### config.mk
export PLATFORM = sky130hd
export DESIGN_NAME = amc_video_timing_gen
export DESIGN_NICKNAME = d
export VERILOG_FILES = /design/src/rtl/amc_video_timing_gen.sv
export SDC_FILE = /design/constraint.sdc
export NUM_CORES = 1
export LEC_CHECK = 0
export ABC_CLOCK_PERIOD_IN_PS = 2500
export CAP_MARGIN = 20
export CORE_ASPECT_RATIO = 0.75
export CORE_MARGIN = 5
export CORE_UTILIZATION = 56
export DETAILED_ROUTE_END_ITERATION = 8
export DONT_BUFFER_PORTS = 1
export HOLD_SLACK_MARGIN = 0.12
export PLACE_DENSITY = 0.74
export SLEW_MARGIN = 0
export SYNTH_ARGS = -nofsm -noshare
export SYNTH_HDL_FRONTEND = slang
export SYNTH_SLANG_ARGS = --single-unit
### constraint.sdc
create_clock -name i_clk -period 2.5 [get_ports i_clk]
set_clock_uncertainty 0.2 [all_clocks]
set_input_delay 0.25 -clock i_clk [delete_from_list [all_inputs] [get_ports i_clk]]
set_output_delay 0.25 -clock i_clk [all_outputs]
set_load 0.02 [all_outputs]
### src/rtl/amc_video_timing_gen.sv
// Pixel-domain raster timing: H/V counters, blanking, sync, display enable,
// flip-aware screen coordinates, frame counter, VBL strobe and raster-line interrupt.
module amc_video_timing_gen #(
  parameter int unsigned HW           = 9,
  parameter int unsigned VW           = 9,
  parameter int unsigned H_TOTAL      = 384,
  parameter int unsigned H_ACTIVE     = 256,
  parameter int unsigned H_SYNC_START = 288,
  parameter int unsigned H_SYNC_LEN   = 32,
  parameter int unsigned V_TOTAL      = 264,
  parameter int unsigned V_START      = 16,
  parameter int unsigned V_ACTIVE     = 224,
  parameter int unsigned V_SYNC_START = 248,
  parameter int unsigned V_SYNC_LEN   = 8
) (
  input  logic          i_clk,
  input  logic          VIDEO_RSTn,
  input  logic          CE_PIXEL,
  input  logic          INVn,
  input  logic          raster_en,
  input  logic [VW-1:0] raster_line,
  output logic [HW-1:0] H,
  output logic [VW-1:0] V,
  output logic [HW-1:0] SCR_X,
  output logic [VW-1:0] SCR_Y,
  output logic          HBLANK,
  output logic          VBLANK,
  output logic          HSYNC,
  output logic          VSYNC,
  output logic          DISP,
  output logic          HLDn,
  output logic          vbl_pulse,
  output logic          raster_irq,
  output logic [7:0]    FRAME
);

  if (H_SYNC_START + H_SYNC_LEN > H_TOTAL || V_SYNC_START + V_SYNC_LEN > V_TOTAL ||
      V_START + V_ACTIVE > V_TOTAL || H_ACTIVE > H_TOTAL ||
      H_TOTAL > (1 << HW) || V_TOTAL > (1 << VW)) begin : g_bad_geometry
    $error("amc_video_timing_gen: illegal raster geometry");
  end

  // Line on which VBLANK rises (wraps to 0 when the active area ends at the frame end).
  localparam int unsigned VblLine = (V_START + V_ACTIVE) % V_TOTAL;

  logic          wrap;
  logic [HW-1:0] h_d;
  logic [VW-1:0] v_d;
  logic [7:0]    frame_d;
  logic [31:0]   h_x, v_x;
  logic          hblank_d, vblank_d, hsync_d, vsync_d, hld_n_d, vbl_d, irq_d;
  logic [HW-1:0] scr_x_d;
  logic [VW-1:0] scr_y_d;

  // Decodes are taken from the next count so they register in step with H/V.
  always_comb begin
    wrap    = (32'(H) == H_TOTAL - 1);
    h_d     = wrap ? '0 : H + HW'(1);
    v_d     = V;
    frame_d = FRAME;
    if (wrap) begin
      if (32'(V) == V_TOTAL - 1) begin
        v_d     = '0;
        frame_d = FRAME + 8'd1;
      end else begin
        v_d = V + VW'(1);
      end
    end
    h_x      = 32'(h_d);
    v_x      = 32'(v_d);
    hblank_d = (h_x >= H_ACTIVE);
    vblank_d = (v_x < V_START) || (v_x >= V_START + V_ACTIVE);
    hsync_d  = (h_x >= H_SYNC_START) && (h_x < H_SYNC_START + H_SYNC_LEN);
    vsync_d  = (v_x >= V_SYNC_START) && (v_x < V_SYNC_START + V_SYNC_LEN);
    hld_n_d  = (h_x != H_TOTAL - 1);
    scr_x_d  = (!INVn && !hblank_d) ? HW'(H_ACTIVE - 1 - h_x) : h_d;
    if (vblank_d) begin
      scr_y_d = '0;
    end else if (INVn) begin
      scr_y_d = VW'(v_x - V_START);
    end else begin
      scr_y_d = VW'(V_START + V_ACTIVE - 1 - v_x);
    end
    vbl_d = wrap && (v_x == VblLine);
    irq_d = wrap && raster_en && (v_d == raster_line);
  end

  always_ff @(posedge i_clk) begin
    if (!VIDEO_RSTn) begin
      H          <= '0;
      V          <= '0;
      FRAME      <= '0;
      SCR_X      <= '0;
      SCR_Y      <= '0;
      HBLANK     <= 1'b0;
      VBLANK     <= 1'b1;
      HSYNC      <= 1'b0;
      VSYNC      <= 1'b0;
      DISP       <= 1'b0;
      HLDn       <= 1'b1;
      vbl_pulse  <= 1'b0;
      raster_irq <= 1'b0;
    end else begin
      vbl_pulse  <= 1'b0;
      raster_irq <= 1'b0;
      if (CE_PIXEL) begin
        H          <= h_d;
        V          <= v_d;
        FRAME      <= frame_d;
        SCR_X      <= scr_x_d;
        SCR_Y      <= scr_y_d;
        HBLANK     <= hblank_d;
        VBLANK     <= vblank_d;
        HSYNC      <= hsync_d;
        VSYNC      <= vsync_d;
        DISP       <= !hblank_d && !vblank_d;
        HLDn       <= hld_n_d;
        vbl_pulse  <= vbl_d;
        raster_irq <= irq_d;
      end
    end
  end

endmodule

==> metrics <==
Final Hold Vio Count=0; Die Y=approximately 71 um; Critical-path top delay cell=dfxtp_4; Synth cell types=between 50 and 60; top-level I/O count=66; ant diodes=0; Chip Width=approximately 91 um; initial antenna violation count=0; critical path peak fanout=5; Post-synth EDFFs=0; Root Driver=clkbuf_8; synth top area cells=dfxtp_1 37%, xnor2_1 7.0%, nor2_1 5.6%; CP max stage delay=roughly 0.37 ns; fin util=roughly 72%; syn_nets=326; unrepaired setup endpoints after global routing=true; Clk Latency, worst-skew pair=approximately 0.30 ns; FF+latch count, synth=51; I/O Buffers=0; Vias/cell=5.92; Peak supply drop=between 0.5 and 0.6 mV; Max Buffers Root-to-Sink=2; area taken by flip-flops and latches=1050 um2; largest net degree at the start of global routing=around 40; core area=~4800 um2; Post-synth ARST share=0%; Row Count=22; NumNets Final=between 300 and 400; layout cells sized above 1=between 20 and 30%; post-layout min period=between 2 and 2.5 ns; Cell Chain, Critical Path=ha_4 -> nand3_4 -> nor3_4 -> buf_4 -> nand4_1 -> xnor2_4 -> ha_4 -> o2111a_1 -> nand3_4 -> nand3_4 -> o21a_1; fillers=~330; Total Routing Usage GR=23.1%; worst r2r src=H[1]$_SDFFE_PN0P_; Die ar.=between 6000 and 7000 um2; required time of the critical path=approximately 2.6 ns; ANT nets after route=0; run status=finished clean; Yosys top cell by area=dfxtp_1; Post-Route WL=between 7 and 8 mm; sequential area share after synthesis=a little under two fifths; Leak=around 1.3 nW; Starting Density=approximately 57%; area occupied by multi-input gates=approximately 1700 um2; maximum capacitance violations=0; critical path class=register to register; crit end category=register; Worst-Margin Slew=about 0.75 ns; GPL Wtd Cong=about 0.86; hold_sp=VIDEO_RSTn; CTS tree=yes; cells after synthesis=308; cell area after synthesis=2760 um2; Reg clk slew, reported paths=around 0.090 ns; DRT Pass-1 Iters=5; iteration-0 DRC count of the detailed router=95; max-slew violation count=0; # DRC=0; final setup fails=0; CP Launch Type=register; top-area cell type share of the netlist area=a little under two fifths; total gr overflow=0; Power Dens Cells=roughly 490 nW/um2; DR WL/cell=between 15 and 20 um; Mapped Avg Cell Area=between 8 and 9 um2; Tcrit/Tclk final=99.8%; first-pass GRT wire length=between 10 and 15 mm; hpwl dp=approximately 5.3 mm; most frequent CP cell=nand3_4; via count=2482; Area growth syn-to-layout=26.1%; Clock Sinks=around 50; Most used DFF post-synth=dfxtp_1; class of the worst hold path=input pin to register; vias in the first global route=2381; crit path DAT=between 2 and 3 ns; total CTS buffers=5; setup tns final=0 ns; H-tree depth=2; synth warn=0; Fmax achieved=0.401 GHz; relative slew slack=roughly half; Worst Setup SP=H[1]$_SDFFE_PN0P_
-- per-stage QoR --
stage | instances | setup WS, ns | cell area [um2] | power, mW | hold WS, ns
floorplan | 308 | -0.000317 | 2830 | 1.01 | 0.172
global placement | 391 | 0.0196 | 3090 | 1.03 | 0.146
detailed placement | 391 | -0.0458 | 3090 | 1.04 | 0.154
CTS | 413 | 0.00472 | 3380 | 1.71 | 0.164
global route | 419 | -0.152 | 3470 | 1.77 | 0.150
finish | 419 | 0.00507 | 3470 | 1.69 | 0.162
-- final cells by class --
type,count,share of cell area [%]
Multi-Input combinational cell,239,49.7
Sequential cell,51,30.2
Timing Repair Buffer,59,14.0
Clock buffer,6,2.70
Tap cell,60,2.16
Clock inverter,2,1.04
Inverter,2,0.216
-- Yosys cell counts, types with 2 or more instances --
cell type  instances
a211oi_1           7
a21oi_1            9
a22o_1             2
a31oi_1            3
and2_1             2
and3_1             6
buf_1              2
buf_4              3
buf_6              4
clkbuf_1           6
dfxtp_1           51
ha_1               4
inv_1              2
mux2i_1            8
nand2_1           34
nand2b_1           4
nand3_1           13
nand3_2            3
nand4_1            5
nor2_1            41
nor2b_1            2
nor3_1             7
nor3_2             2
nor4_1             2
o211a_1            2
o211ai_1           4
o21ai_0            7
o21ai_1            4
o21ai_2            9
xnor2_1           22
xor2_1            12
-- worst max-delay path: cells and delay by family, from the launching register on --
| family | cells | cell delay [ns] |
|---|---|---|
| compound gates | 2 | 0.36 |
| xor+xnor | 1 | 0.29 |
| fa+ha+maj | 2 | 0.30 |
| buf+inv | 1 | 0.16 |
| flops | 1 | 0.37 |
| simple gates | 5 | 0.77 |
-- sequential cells by signal, indices dropped and copies added (netlist names), 8 cells and up --
| name | flops |
|---|---|
| H | 9 |
| SCR_X | 8 |
| SCR_Y | 9 |
| FRAME | 8 |
| V | 9 |
-- kinds of logic (layout without fill, tap and decap cells) --
family / count (synthesis) / after routing / share of synthesized area [%]
AND/OR/NAND/NOR: 132 / 133 / 25.2
AO/OA/AOI/OAI: 56 / 56 / 15.5
flip-flops: 51 / 51 / 37.1
XOR/XNOR: 35 / 35 / 11.8
buffers and inverters: 19 / 69 / 4.36
multiplexers: 10 / 10 / 3.81
adder cells (fa/ha/maj): 5 / 5 / 2.18
-- report_power, final --
group / total [mW] / internal [mW] / switching [mW]
registers: 0.871 / 0.834 / 0.0372
clock network: 0.630 / 0.360 / 0.270
logic: 0.192 / 0.0810 / 0.111
total: 1.69 / 1.27 / 0.419
-- routing by layer --
layer | global-route usage, % | share of wire, % | vias up
met5 | 0 | 0 | -
met4 | 8.96 | 1.8 | 0
met3 | 7.55 | 9.1 | 15
met2 | 34.6 | 46 | 113
met1 | 30.9 | 43 | 1179
li1 | - | - | 1175
-- cell usage in the layout, fill, tap and decap left out, drive strengths merged, types with 2 or more instances in the layout --
cell type	instances
dfxtp	51
buf	46
nor2	43
nand2	34
xnor2	23
o21ai	20
nand3	18
dlygate4sd3	13
xor2	12
a21oi	10
mux2i	9
nor3	9
a211oi	7
and3	7
clkbuf	6
nand4	5
o211ai	4
nand2b	4
ha	4
a31oi	3
inv	3
nor4	3
a22o	2
nor2b	2
and2	2
o211a	2
-- path summary, 6_finish.rpt --
kind / end / slack (ns) / cells past startpoint
hold / removal: FRAME[5]$_SDFFE_PN0P_ / 0.16 / 3
hold reg to reg: SCR_Y[2]$_SDFFE_PN0P_ / 0.36 / 2
setup reg to reg: VBLANK$_SDFFE_PN1P_ / 0.005 / 11
setup / recovery: VBLANK$_SDFFE_PN1P_ / 0.005 / 11
-- what timing repair did --
| item | in CTS | in global routing |
|---|---|---|
| buffers inserted | 0 | 5 |
| gates resized for setup | 1 | 9 |
| hold buffers | 14 | 0 |
| setup endpoints to repair | 10 | 13 |
| gates cloned | 0 | 1 |
| pin swaps | 0 | 11 |
| hold endpoints to repair | 40 | 0 |
(Power assumes the default switching activity.)
